===== config.mk =====
export PLATFORM = sky130hd
export DESIGN_NAME = control_multiciclo
export DESIGN_NICKNAME = d
export VERILOG_FILES = /design/src/rtl/ctrl_pkg.sv /design/src/rtl/ctrl_out_decode.sv /design/src/rtl/control_multiciclo.sv
export SDC_FILE = /design/constraint.sdc
export NUM_CORES = 1
export LEC_CHECK = 0
export CORE_AREA = 2 2 48 50
export DETAILED_ROUTE_END_ITERATION = 10
export DIE_AREA = 0 0 50 52
export PLACE_DENSITY = 0.75
export SLEW_MARGIN = 15
export SYNTH_ARGS = -nofsm -noshare
export SYNTH_HDL_FRONTEND = slang
export SYNTH_SLANG_ARGS = --single-unit
export TNS_END_PERCENT = 10

===== constraint.sdc =====
create_clock -name clk -period 2.3 [get_ports clk]
set_input_delay 0.23 -clock clk [delete_from_list [all_inputs] [get_ports clk]]
set_output_delay 0.23 -clock clk [all_outputs]
set_load 0.02 [all_outputs]

===== src/rtl/ctrl_pkg.sv =====
// ctrl_pkg: shared definitions for the multi-cycle MIPS main control unit.
//   - opcode constants, ALUOp / PCSource / ALUSrcB encodings
//   - FSM state enum and the packed control-word struct
//   - opcode classification helpers
// Optional feature macro: CTRL_JUMP_EN (J opcode becomes a legal instruction).
package ctrl_pkg;

  localparam logic [5:0] OP_RTYPE = 6'b000000;
  localparam logic [5:0] OP_LW    = 6'b100011;
  localparam logic [5:0] OP_LWC1  = 6'b110001;
  localparam logic [5:0] OP_SW    = 6'b101011;
  localparam logic [5:0] OP_BEQ   = 6'b000100;
  localparam logic [5:0] OP_BNE   = 6'b000101;
  localparam logic [5:0] OP_ADDI  = 6'b001000;
  localparam logic [5:0] OP_SLTI  = 6'b001010;
  localparam logic [5:0] OP_ANDI  = 6'b001100;
  localparam logic [5:0] OP_ORI   = 6'b001101;
  localparam logic [5:0] OP_J     = 6'b000010;

  // Base 3-bit ALUOp codes; zero-extended to ALUOP_W at the ports.
  localparam logic [2:0] ALU_ADD   = 3'b000;
  localparam logic [2:0] ALU_SUB   = 3'b001;
  localparam logic [2:0] ALU_RTYPE = 3'b010;
  localparam logic [2:0] ALU_AND   = 3'b011;
  localparam logic [2:0] ALU_SLT   = 3'b100;
  localparam logic [2:0] ALU_OR    = 3'b101;

  localparam logic [1:0] PCS_ALU    = 2'b00;
  localparam logic [1:0] PCS_ALUOUT = 2'b01;
  localparam logic [1:0] PCS_JUMP   = 2'b10;

  localparam logic [1:0] ASB_REG    = 2'b00;
  localparam logic [1:0] ASB_FOUR   = 2'b01;
  localparam logic [1:0] ASB_IMM    = 2'b10;
  localparam logic [1:0] ASB_IMM_SH = 2'b11;

  typedef enum logic [3:0] {
    S_IDLE, S_FETCH, S_DECODE, S_MEM_ADDR, S_MEM_RD, S_MEM_WB, S_MEM_WR,
    S_R_EXEC, S_R_WB, S_I_EXEC, S_I_WB, S_BRANCH, S_JUMP
  } state_t;

  typedef struct packed {
    logic       pc_write;
    logic       pc_write_cond;
    logic       branch_ne;
    logic       iord;
    logic       mem_read;
    logic       mem_write;
    logic       memto_reg;
    logic       ir_write;
    logic       alu_src_a;
    logic       reg_write;
    logic       reg_dst;
    logic [1:0] pc_source;
    logic [1:0] alu_src_b;
  } ctrl_t;

  function automatic logic is_load(input logic [5:0] op);
    return (op == OP_LW) || (op == OP_LWC1);
  endfunction

  // ALU function shared by I_EXEC and I_WB for immediate arithmetic.
  function automatic logic [2:0] imm_aluop(input logic [5:0] op);
    case (op)
      OP_SLTI: return ALU_SLT;
      OP_ANDI: return ALU_AND;
      OP_ORI:  return ALU_OR;
      default: return ALU_ADD;
    endcase
  endfunction

  function automatic logic op_legal(input logic [5:0] op);
    case (op)
      OP_RTYPE, OP_LW, OP_LWC1, OP_SW, OP_BEQ, OP_BNE,
      OP_ADDI, OP_SLTI, OP_ANDI, OP_ORI: return 1'b1;
`ifdef CTRL_JUMP_EN
      OP_J:    return 1'b1;
`endif
      default: return 1'b0;
    endcase
  endfunction

endpackage


===== src/rtl/ctrl_out_decode.sv =====
// ctrl_out_decode: combinational Moore decode of the control word.
//   i_state     current FSM state
//   i_opcode    opcode to decode with (live in DECODE, latched afterwards)
//   i_mem_ready memory handshake, gates the FETCH write strobes only
//   o_ctrl      datapath control word, o_aluop ALU operation (zero-extended)
//   o_illegal   unsupported opcode seen in DECODE, o_busy not IDLE
// Optional feature macro: CTRL_JUMP_EN (enables the JUMP state outputs).
module ctrl_out_decode
  import ctrl_pkg::*;
#(
  parameter int ALUOP_W = 3
) (
  input  state_t               i_state,
  input  logic [5:0]           i_opcode,
  input  logic                 i_mem_ready,
  output ctrl_t                o_ctrl,
  output logic [ALUOP_W-1:0]   o_aluop,
  output logic                 o_illegal,
  output logic                 o_busy
);

  logic [2:0] w_aluop;

  always_comb begin
    o_ctrl    = '0;
    w_aluop   = ALU_ADD;
    o_illegal = 1'b0;
    o_busy    = (i_state != S_IDLE);
    case (i_state)
      S_FETCH: begin
        o_ctrl.mem_read  = 1'b1;
        o_ctrl.alu_src_b = ASB_FOUR;
        // PC and IR update only on the cycle the instruction word arrives
        o_ctrl.ir_write  = i_mem_ready;
        o_ctrl.pc_write  = i_mem_ready;
      end
      S_DECODE: begin
        o_ctrl.alu_src_b = ASB_IMM_SH;
        o_illegal        = !op_legal(i_opcode);
      end
      S_MEM_ADDR: begin
        o_ctrl.alu_src_a = 1'b1;
        o_ctrl.alu_src_b = ASB_IMM;
      end
      S_MEM_RD: begin
        o_ctrl.mem_read = 1'b1;
        o_ctrl.iord     = 1'b1;
      end
      S_MEM_WB: begin
        o_ctrl.reg_write = 1'b1;
        o_ctrl.memto_reg = 1'b1;
      end
      S_MEM_WR: begin
        o_ctrl.mem_write = 1'b1;
        o_ctrl.iord      = 1'b1;
      end
      S_R_EXEC: begin
        o_ctrl.alu_src_a = 1'b1;
        o_ctrl.alu_src_b = ASB_REG;
        w_aluop          = ALU_RTYPE;
      end
      S_R_WB: begin
        o_ctrl.reg_write = 1'b1;
        o_ctrl.reg_dst   = 1'b1;
      end
      S_I_EXEC: begin
        o_ctrl.alu_src_a = 1'b1;
        o_ctrl.alu_src_b = ASB_IMM;
        w_aluop          = imm_aluop(i_opcode);
      end
      S_I_WB: begin
        o_ctrl.reg_write = 1'b1;
        w_aluop          = imm_aluop(i_opcode);
      end
      S_BRANCH: begin
        o_ctrl.alu_src_a     = 1'b1;
        o_ctrl.alu_src_b     = ASB_REG;
        w_aluop              = ALU_SUB;
        o_ctrl.pc_write_cond = 1'b1;
        o_ctrl.pc_source     = PCS_ALUOUT;
        o_ctrl.branch_ne     = (i_opcode == OP_BNE);
      end
`ifdef CTRL_JUMP_EN
      S_JUMP: begin
        o_ctrl.pc_write  = 1'b1;
        o_ctrl.pc_source = PCS_JUMP;
      end
`endif
      default: ;
    endcase
    o_aluop = ALUOP_W'(w_aluop);
  end

endmodule


===== src/rtl/control_multiciclo.sv =====
// control_multiciclo: multi-cycle main control FSM for the 32-bit MIPS datapath.
// Ports:
//   clk, rst_n (async, active-low)
//   opcode    instruction [31:26], valid from DECODE onward
//   zero      ALU zero flag (consumed by datapath branch logic)
//   mem_ready memory access completes this cycle
//   PCWrite..RegDst, PCSource, ALUSrcB, ALUOp  datapath controls
//   illegal_op one-cycle pulse in DECODE for unsupported opcodes
//   busy      high in every state except IDLE
// Optional feature macro: CTRL_JUMP_EN (opcode 000010 dispatches to JUMP;
// otherwise it raises illegal_op).
module control_multiciclo
  import ctrl_pkg::*;
#(
  parameter int ALUOP_W = 3
) (
  input  logic               clk,
  input  logic               rst_n,
  input  logic [5:0]         opcode,
  input  logic               zero,
  input  logic               mem_ready,
  output logic               PCWrite,
  output logic               PCWriteCond,
  output logic               BranchNe,
  output logic               IorD,
  output logic               MemRead,
  output logic               MemWrite,
  output logic               MemtoReg,
  output logic               IRWrite,
  output logic               ALUSrcA,
  output logic               RegWrite,
  output logic               RegDst,
  output logic [1:0]         PCSource,
  output logic [1:0]         ALUSrcB,
  output logic [ALUOP_W-1:0] ALUOp,
  output logic               illegal_op,
  output logic               busy
);

  state_t     r_state;
  logic [5:0] r_opcode;
  logic [5:0] w_op;
  ctrl_t      w_ctrl;
  logic       w_unused;

  // zero is evaluated by the datapath through PCWriteCond/BranchNe
  assign w_unused = zero;

  // Opcode register is only loaded at the end of DECODE, so DECODE itself
  // must look at the live instruction-register bits.
  assign w_op = (r_state == S_DECODE) ? opcode : r_opcode;

  always_ff @(posedge clk or negedge rst_n) begin
    if (!rst_n) begin
      r_state  <= S_IDLE;
      r_opcode <= '0;
    end else begin
      case (r_state)
        S_IDLE:   r_state <= S_FETCH;
        S_FETCH:  if (mem_ready) r_state <= S_DECODE;
        S_DECODE: begin
          r_opcode <= opcode;
          case (opcode)
            OP_RTYPE:                         r_state <= S_R_EXEC;
            OP_LW, OP_LWC1, OP_SW:            r_state <= S_MEM_ADDR;
            OP_BEQ, OP_BNE:                   r_state <= S_BRANCH;
            OP_ADDI, OP_SLTI, OP_ANDI, OP_ORI: r_state <= S_I_EXEC;
`ifdef CTRL_JUMP_EN
            OP_J:                             r_state <= S_JUMP;
`endif
            default:                          r_state <= S_FETCH;
          endcase
        end
        S_MEM_ADDR: r_state <= is_load(r_opcode) ? S_MEM_RD : S_MEM_WR;
        S_MEM_RD:   if (mem_ready) r_state <= S_MEM_WB;
        S_MEM_WR:   if (mem_ready) r_state <= S_FETCH;
        S_R_EXEC:   r_state <= S_R_WB;
        S_I_EXEC:   r_state <= S_I_WB;
        default:    r_state <= S_FETCH; // MEM_WB, R_WB, I_WB, BRANCH, JUMP
      endcase
    end
  end

  ctrl_out_decode #(.ALUOP_W(ALUOP_W)) u_dec (
    .i_state     (r_state),
    .i_opcode    (w_op),
    .i_mem_ready (mem_ready),
    .o_ctrl      (w_ctrl),
    .o_aluop     (ALUOp),
    .o_illegal   (illegal_op),
    .o_busy      (busy)
  );

  assign PCWrite     = w_ctrl.pc_write;
  assign PCWriteCond = w_ctrl.pc_write_cond;
  assign BranchNe    = w_ctrl.branch_ne;
  assign IorD        = w_ctrl.iord;
  assign MemRead     = w_ctrl.mem_read;
  assign MemWrite    = w_ctrl.mem_write;
  assign MemtoReg    = w_ctrl.memto_reg;
  assign IRWrite     = w_ctrl.ir_write;
  assign ALUSrcA     = w_ctrl.alu_src_a;
  assign RegWrite    = w_ctrl.reg_write;
  assign RegDst      = w_ctrl.reg_dst;
  assign PCSource    = w_ctrl.pc_source;
  assign ALUSrcB     = w_ctrl.alu_src_b;

endmodule


==> results <==
logic make-up after synthesis:
family                 Yosys count
XOR/XNOR                         3
flip-flops                      10
AO/OA/AOI/OAI                   23
AND/OR/NAND/NOR                 56
buffers and inverters           16
multiplexers                     3
other                            1
worst max-delay path by stage:
stage                     slack, ps         end        from
final                            -3  illegal_op  r_state[0]
after global placement         -120  illegal_op  r_state[0]
after floorplan                 180  illegal_op  r_state[2]
after CTS                      -110    ALUOp[1]  r_state[0]
after global routing           -120  illegal_op  r_state[0]
after detailed placement       -150    ALUOp[1]  r_state[0]
worst max-delay path, delay by kind of cell (launching register included):
family                 cells  cell delay, ps
buffers and inverters      2             420
AOI/OAI and AO/OA          1             240
and+or+nand+nor            2             430
muxes                      1             280
DFF                        1             440
flip-flops by register name, indices dropped and copies added, names as in the netlist:
| name | cells |
|---|---|
| r_state | 4 |
| r_opcode | 6 |
metrics by stage:
stage          TNS (ps)  area (µm²)  setup slack [ps]
2_1_floorplan         0         866               175
3_3_place_gp       -278        1270              -123
3_5_place_dp       -374        1270              -147
4_1_cts            -107        1300              -107
5_1_grt            -147        1310              -121
6_report          -2.90        1310             -2.90
report_power, final:
group / switching (mW) / internal (mW) / leakage (nW)
combinational: 0.597 / 0.558 / 0.478
sequential: 0.112 / 0.263 / 0.122
clock: 0.0563 / 0.0958 / 0.0210
total: 0.766 / 0.916 / 0.621
cell type report:
| cell class | count | area [µm²] | area share [%] |
|---|---|---|---|
| multi-input cells | 86 | 554 | 42.2 |
| repair buffers | 48 | 418 | 31.8 |
| flip-flops and latches | 10 | 251 | 19.1 |
| clock buffers | 4 | 36.3 | 2.76 |
| well taps | 28 | 35.0 | 2.67 |
| inverters | 5 | 18.8 | 1.43 |
what timing repair did:
action,in CTS,in global routing
pin swaps,1,2
setup endpoints to repair,5,7
resized for setup,13,9
per-layer routing:
| metal | wire (µm) | track usage, % | vias to the layer above |
|---|---|---|---|
| met5 | 0 | 0 | - |
| met4 | 16 | 5.09 | 0 |
| li1 | - | - | 479 |
| met1 | 1110 | 24.4 | 473 |
| met2 | 1280 | 32.7 | 30 |
| met3 | 96 | 1.15 | 2 |
Yosys cell counts (3+ instances only):
| cell type | count | area share (%) |
|---|---|---|
| inv_1 | 5 | 2.2 |
| a21oi_1 | 6 | 3.5 |
| nor2_1 | 8 | 3.5 |
| buf_4 | 3 | 2.6 |
| nor4_1 | 3 | 2.2 |
| nand2_1 | 17 | 7.4 |
| nor3_1 | 6 | 3.5 |
| mux2i_1 | 3 | 3.5 |
| nand2b_1 | 4 | 2.9 |
| clkbuf_1 | 6 | 2.6 |
| dfrtp_1 | 10 | 29 |
| xnor2_1 | 3 | 3.0 |
==> impl_metrics.ini <==
[sta]
setup_slack_ps = -2.90
max_freq_mhz = 434
setup_viol_count_final = 1
fin_skew_ps = 2.30
slew_violations = 0
rsz0062_at_grt = true
finalHoldViolations = 0
fin_crit_sh_pct = 100
whs_ps = 279
min_period_ps = 2300

[drt]
drc = 0
drt_iter0_drc = 33
vias_per_cell = 5.44
dr.pass1.iters = 4
via_count = 984
wl_per_cell_um = 13.8
wl_um = 2510
ant_nets = 0

[critical_path]
cp_slowest_cell = dfrtp_2
reg2reg_from = r_state[0]
cp.required_ps = 2070
end_kind = primary output
critPathMaxFanout = 5
startpoint_type = flop
reg2reg_to = r_state[2]
rrSetupSlack_ps = 400
cpPeakStageDelay_ps = 440
worstSetupPathType = reg -> out
rr_worst_depth = 5
crit_arrival_ps = 2070
path_cells = nor4b_4 -> buf_4 -> mux2i_1 -> nor2_1 -> a311oi_1 -> buf_2

[job]
max_cap_violations = 0

[place]
io_buffers = 27
placed_cells = 177
detailed_place_hpwl_um = 1920
gp_congestion = 0.776

[logic_synthesis]
synthMuxAreaShare_pct = 3.47
ys_seq_elements = 10
syn_avg_cell_area_um2 = 7.73
synth_warnings = 0
synth-simple-area-share_pct = 36.0
synth_top_flop_cell = dfrtp_1
ys_async_sr_fraction_pct = 100
post_synth_fa_ha_maj_area_fraction_pct = 0
synth_compound_area_share_pct = 18.9
synth_xor_area_share_pct = 3.03
syn_area_um2 = 866
synth_cell_type_count = 41
synth_top_family_by_area = simple AND/OR/NAND/NOR gates
mappedNetlistNets = 122
syn_inst = 112
synth_edf_count = 0
ys_seq_area_share_pct = 28.9

[finish]
drive_gt1_share_pct = 20.9
mostFrequentLayoutCells = buf_4 (21), clkdlybuf4s50_1 (19), nand2_1 (17)
nFillCells = 177
fin_util_pct = 62.4
final_common_cell = buf_4
diodes = 0
final_nets = 164
areaGrowthSynthToFinish_pct = 51.7
layoutNonFillerInstCount = 181

[clock_tree]
cts_buffers = 3
cts_setup_buffers = 0
cts_hold_buffers = 0
cts_buffer_depth = 2
cts_max_level = 1
insertion_delay_ps = 250
clock_tree.root_cell = clkbuf_4
clk_pin_slew_worst_paths_ps = 70
cts_sinks = 10
cts_tree = yes

[pwr]
ir_worst_vdd_mv = 0.621
power_mw = 1.68
power.density_nw_per_um2 = 1280
p_leak_nw = 0.621

[global_routing]
grt_max_degree = 13
antenna_found_initial = 0
grt_pass1_vias = 881
grt_pass1_wl_um = 3780
grtUsageTotal_pct = 18.5
grt_overflow = 0

[floorplanning]
pin_count = 30
die_w_um = 50
initial_core_util_pct = 41.1
core_um2 = 2110
fp.dieH_um = 52
die_area_um2 = 2600
rows = 17

[outcome]
violations = negative setup slack
outcome = complete, but fails checks

[hold_path]
hold_class = in -> async
Power figures use the tool's default switching activity.
